===== src/rtl/mnist_input_frame_packer_if.sv =====
// Valid/ready stream bundle used for both the pixel input and the packed frame output.
interface mnist_input_frame_packer_if #(
    parameter int DATA_W = 8
);
    logic              valid;
    logic              ready;
    logic              last;
    logic [DATA_W-1:0] data;

    modport master (output valid, data, last, input ready);
    modport slave  (input valid, data, last, output ready);
endinterface


===== src/rtl/mnist_input_frame_packer.sv =====
// Binarizes a pixel stream and packs NUM_PIXELS bits per frame (pixel 0 = LSB),
// double-buffered so a full frame can wait for the consumer while the next one fills.
module mnist_input_frame_packer #(
    parameter int NUM_PIXELS = 784,
    parameter int PIX_W      = 8,
    parameter int THRESH     = 128
) (
    input  logic                              clk,
    input  logic                              rst,
    mnist_input_frame_packer_if.slave         pix_i,
    mnist_input_frame_packer_if.master        frm_o,
    output logic                              frame_err_o
);
    localparam int CNT_W = $clog2(NUM_PIXELS);
    localparam logic [CNT_W-1:0] LAST_IDX = CNT_W'(NUM_PIXELS - 1);

    typedef enum logic [1:0] {FILL, HOLD, DISCARD} state_e;

    state_e                  state_q;
    logic [CNT_W-1:0]        cnt_q;
    logic [NUM_PIXELS-1:0]   fill_q;
    logic [NUM_PIXELS-1:0]   m_data_q;
    logic                    m_valid_q;
    logic                    resync_q;
    logic                    frame_err_q;

    logic                    beat;
    logic                    slot_free;
    logic                    pix_bit;
    logic [NUM_PIXELS-1:0]   fill_done;

    // s_ready depends on state only, keeping m_ready off any path to s_ready.
    assign pix_i.ready = (state_q != HOLD);
    assign beat        = pix_i.valid & pix_i.ready;
    assign slot_free   = !m_valid_q | frm_o.ready;
    assign pix_bit     = (pix_i.data >= PIX_W'(THRESH));

    always_comb begin
        fill_done                 = fill_q;
        fill_done[NUM_PIXELS-1]   = pix_bit;
    end

    always_ff @(posedge clk or posedge rst) begin
        if (rst) begin
            state_q     <= FILL;
            cnt_q       <= '0;
            fill_q      <= '0;
            m_data_q    <= '0;
            m_valid_q   <= 1'b0;
            resync_q    <= 1'b0;
            frame_err_q <= 1'b0;
        end else begin
            frame_err_q <= 1'b0;
            if (m_valid_q && frm_o.ready)
                m_valid_q <= 1'b0;

            case (state_q)
                FILL: begin
                    if (beat) begin
                        if (cnt_q == LAST_IDX) begin
                            cnt_q       <= '0;
                            frame_err_q <= !pix_i.last;
                            if (slot_free) begin
                                m_data_q  <= fill_done;
                                m_valid_q <= 1'b1;
                                fill_q    <= '0;
                                state_q   <= pix_i.last ? FILL : DISCARD;
                            end else begin
                                fill_q   <= fill_done;
                                resync_q <= !pix_i.last;
                                state_q  <= HOLD;
                            end
                        end else if (pix_i.last) begin
                            // Short frame: drop the partial vector entirely.
                            cnt_q       <= '0;
                            fill_q      <= '0;
                            frame_err_q <= 1'b1;
                        end else begin
                            fill_q[cnt_q] <= pix_bit;
                            cnt_q         <= cnt_q + CNT_W'(1);
                        end
                    end
                end
                HOLD: begin
                    if (slot_free) begin
                        m_data_q  <= fill_q;
                        m_valid_q <= 1'b1;
                        fill_q    <= '0;
                        resync_q  <= 1'b0;
                        state_q   <= resync_q ? DISCARD : FILL;
                    end
                end
                DISCARD: begin
                    if (beat && pix_i.last) begin
                        cnt_q   <= '0;
                        state_q <= FILL;
                    end
                end
                default: state_q <= FILL;
            endcase
        end
    end

    assign frm_o.valid = m_valid_q;
    assign frm_o.data  = m_data_q;
    assign frm_o.last  = 1'b1;
    assign frame_err_o = frame_err_q;
endmodule


===== src/flat_wrapper.sv =====
// flat-port wrapper written by rule: the top's interface ports become plain ports
module mnist_input_frame_packer_flat 
#(
    parameter int NUM_PIXELS = 784,
    parameter int PIX_W      = 8,
    parameter int THRESH     = 128
)
  (clk, rst, frame_err_o, pix_i_valid, pix_i_data, pix_i_last, pix_i_ready, frm_o_valid, frm_o_data, frm_o_last, frm_o_ready);
  mnist_input_frame_packer_if #(.DATA_W((8))) pix_i_i ();
  mnist_input_frame_packer_if #(.DATA_W((784))) frm_o_i ();
  input  logic clk;
  input  logic rst;
  output logic frame_err_o;
  input wire logic [$bits(pix_i_i.valid)-1:0] pix_i_valid;
  input wire logic [$bits(pix_i_i.data)-1:0] pix_i_data;
  input wire logic [$bits(pix_i_i.last)-1:0] pix_i_last;
  output wire logic [$bits(pix_i_i.ready)-1:0] pix_i_ready;
  output wire logic [$bits(frm_o_i.valid)-1:0] frm_o_valid;
  output wire logic [$bits(frm_o_i.data)-1:0] frm_o_data;
  output wire logic [$bits(frm_o_i.last)-1:0] frm_o_last;
  input wire logic [$bits(frm_o_i.ready)-1:0] frm_o_ready;
  assign pix_i_i.valid = pix_i_valid;
  assign pix_i_i.data = pix_i_data;
  assign pix_i_i.last = pix_i_last;
  assign pix_i_ready = pix_i_i.ready;
  assign frm_o_valid = frm_o_i.valid;
  assign frm_o_data = frm_o_i.data;
  assign frm_o_last = frm_o_i.last;
  assign frm_o_i.ready = frm_o_ready;
  mnist_input_frame_packer #(.NUM_PIXELS(NUM_PIXELS), .PIX_W(PIX_W), .THRESH(THRESH)) u_core (.clk(clk), .rst(rst), .pix_i(pix_i_i), .frm_o(frm_o_i), .frame_err_o(frame_err_o));
endmodule

===== config.mk =====
export PLATFORM = sky130hd
export DESIGN_NAME = mnist_input_frame_packer_flat
export DESIGN_NICKNAME = d
export VERILOG_FILES = /design/src/rtl/mnist_input_frame_packer_if.sv /design/src/rtl/mnist_input_frame_packer.sv /design/src/flat_wrapper.sv
export SDC_FILE = /design/constraint.sdc
export NUM_CORES = 2
export LEC_CHECK = 0
export CORE_UTILIZATION = 40
export DETAILED_ROUTE_END_ITERATION = 7
export GPL_TIMING_DRIVEN = 0
export PLACE_DENSITY = 0.65
export SLEW_MARGIN = 20
export SYNTH_ARGS = -nofsm -noshare
export SYNTH_HDL_FRONTEND = slang
export SYNTH_SLANG_ARGS = --single-unit
export TNS_END_PERCENT = 1

===== constraint.sdc =====
create_clock -name clk -period 67.8 [get_ports clk]
set_input_delay 13.56 -clock clk [delete_from_list [all_inputs] [get_ports clk]]
set_output_delay 13.56 -clock clk [all_outputs]
set_load 0.1 [all_outputs]

==> reports/results.tsv <==
stage	metric	value	unit
clock_network	post_cts_buffers	0	
sta	hold_viol_final	0	
global_route	grt_pass1_vias	45700	
floorplanning	rows	148	
hold_path	hp-start	u_core.fill_q[358]	
setup_path	cp.required	68.51	ns
hold_path	hp-class	reg -> reg	
outcome	status	complete, no violations	
clock_network	postCtsResizedCells	0	
drt	avgRoutedWirePerCell	27.1	um
sta	worst_slew_pin_slew	1.23	ns
finish	fin_nets	6219	
setup_path	worstSetupStartpoint	frm_o_ready	
drt	vias	45800	
finish	drive_gt1_share	23.9	%
setup_path	r2r-start	u_core.cnt_q[0]	
clock_network	cts_tree	built	
pwr	leakagePower	39.2	nW
setup_path	crit_type	in -> reg	
global_route	grt_remaining_overflow	0	
setup_path	cp_max_fo	10	
placement	hpwl	167000	um
drt	via_per_inst	5.38	
drt	route.detailed.drc	0	
logic_synthesis	yosysTopAreaCellShare	60.2	%
clock_network	path_clk_slew	0.06	ns
logic_synthesis	yosys_warnings	0	
pwr	p_comb_share	3.7	%
setup_path	r2r_slack	63.72	ns
setup_path	start_kind	input pin	
logic_synthesis	ys_async_sr_fraction	100	%
placement	portBuffers	791	
finish	areaGrowthSynthToFinish	26.7	%
drt	dr.pass1.iters	6	
logic_synthesis	syn_area	0.0658	sq mm
pwr	internal_power	1.52	mW
logic_synthesis	seq_area_frac_synth	60.2	%
logic_synthesis	synthCells	5182	
clock_network	cts_root_buf	clkbuf_16	
pwr	p_sw	0.458	mW
floorplanning	die-area	0.166	sq mm
pwr	seq_power_share	48.6	%
floorplanning	ios	801	
run	drv_cap	0	
clock_network	cts_buffer_depth	3	
pwr	power	1.98	mW
pwr	clockPowerShare	47.7	%
sta	maxSlewViolCount	0	
sta	setup_viol	0	
global_route	grt_max_degree	109	
sta	relSlewSlack	17.9	%
logic_synthesis	syn-num-nets	5199	
clock_network	clock_sinks	1583	
floorplanning	start_util	40.4	%
logic_synthesis	synth_area_leaders	dfrtp_1 60%, mux2_4 17%, nand3_1 5.0%	
setup_path	worst_ep_arrival_time	17.03	ns
logic_synthesis	avgSynthCellArea	12.7	sq um
logic_synthesis	synth_edf_count	0	
sta	fmaxAchievable	61.3	MHz
logic_synthesis	yosys-top-cells-count	1583 x dfrtp_1, 760 x mux2_4, 663 x nand2_1	
floorplanning	die_x	408	um
sta	min_period	16.31	ns
drt	antenna_left	0	
logic_synthesis	synth_most_common_cell	dfrtp_1	
pwr	power.density	23.7	mW/mm^2
placement	gp_congestion	0.862	
clock_network	htreeDepth	4	
global_route	grt_antenna_before_repair	7	
logic_synthesis	synth_ff_type	dfrtp_1	
pwr	swShare	23.2	%
global_route	grt_use_total	27.4	%
floorplanning	die_h	408	um
global_route	grt_pass1_wl	330000	um
sta	fin_crit_sh	24.1	%
setup_path	end_kind	flop	
logic_synthesis	yosys.cell_types.count	52	
sta	rsz0062_at_grt	false	
drt	drtIter0Drc	4121	
logic_synthesis	ys_ff_latch	1583	
logic_synthesis	synth_top_cell_by_area	dfrtp_1	
drt	wl	231000	um
sta	fin_skew	0.0301	ns
floorplanning	core	0.163	sq mm
clock_network	cts_inserted_buffers	169	
pwr	ir_worst_vdd	0.0253	mV
sta	finalSetupTns	0	ns
clock_network	holdBufCountCts	0	
clock_network	clkLatencyLatePin	0.81	ns
==> power by group through the flow <==
stage | combinational [mW] | sequential [mW] | clock (mW)
floorplan | 0.0419 | 0.978 | 0
global placement | 0.0673 | 0.981 | 0
detailed placement | 0.0749 | 0.976 | 0
CTS | 0.0751 | 0.959 | 0.955
global route | 0.0802 | 0.960 | 0.992
finish | 0.0740 | 0.959 | 0.943
==> worst max-delay path: stages <==
cell and delay, ns:
clkdlybuf4s50_1 0.45, nor4b_1 0.79, a221o_1 0.26, buf_2 0.31, buf_2 0.63, buf_2 0.41, buf_2 0.34, o211ai_1 0.15
o31ai_1 0.09
==> per-layer routing <==
layer	global-route usage [%]	routed length [um]
met1	34.8	92800
met2	43.2	107000
met3	8.02	19400
met4	12.4	11200
met5	0	37
==> through the flow <==
| stage | hold WS (ns) | worst slack (ns) | utilization [%] | area [sq um] | cells |
|---|---|---|---|---|---|
| 6_report | 0.485 | 51.49 | 51.1 | 83300 | 8511 |
| 5_1_grt | 0.502 | 51.23 | 51.1 | 83300 | 8509 |
| 4_1_cts | 0.486 | 51.29 | 51.2 | 83400 | 8509 |
| 3_5_place_dp | 0.486 | 50.69 | 47.7 | 77700 | 8206 |
| 3_3_place_gp | 0.477 | -7.43 | 46.9 | 76400 | 8148 |
| 2_1_floorplan | 0.464 | 9.57 | - | 65800 | 5182 |
==> kinds of logic after synthesis <==
kind of cell / Yosys count / synth area share [%]
AO/OA/AOI/OAI: 821 / 6.47
buffers and inverters: 430 / 3.57
AND/OR/NAND/NOR: 1435 / 9.81
flip-flops: 1583 / 60.2
multiplexers: 899 / 19.7
adder cells (fa/ha/maj): 4 / 0.0761
XOR/XNOR: 9 / 0.120
other: 1 / 0.00570
==> area by class of cell <==
type	instances	area, sq um
multi-input combinational	3169	24000
sequential	1583	39600
tap	2175	2720
clock inverter	50	611
buffer	424	2400
timing repair buffer	849	8910
clock buffer	253	5050
fill	13900	79600
inverter	6	30.0
antenna	2	5.00
==> state kept, by name, indices dropped and copies added, names as in the netlist <==
register,count
u_core.fill_q,784
u_core.frm_o.data,784
u_core.cnt_q,10
u_core.state_q,2
u_core.frame_err_o,1
u_core.frm_o.valid,1
u_core.resync_q,1
==> worst paths after layout <==
| path | cells after the start | endpoint |
|---|---|---|
| hold reg to reg | 1 | u_core.frm_o.data[358] |
| min in group asynchronous | 2 | u_core.frm_o.data[583] |
| hold / removal | 1 | u_core.frm_o.data[358] |
| max in group asynchronous | 8 | u_core.fill_q[61] |
| setup reg to reg | 9 | u_core.fill_q[201] |
| setup / recovery | 9 | u_core.fill_q[271] |
==> placed cells by master, fill, tap and decap left out, types with 44 or more instances in the layout <==
master / n
clkbuf_8: 44
buf_2: 99
o21ai_0: 652
mux2_2: 132
clkbuf_16: 172
nand2_1: 663
clkdlybuf4s50_1: 764
nand3_1: 656
mux2_4: 760
dfrtp_1: 1583
clkbuf_1: 231
a21oi_1: 133
buf_6: 86
clkbuf_2: 63
No activity file was read; power rests on OpenSTA's default activity.
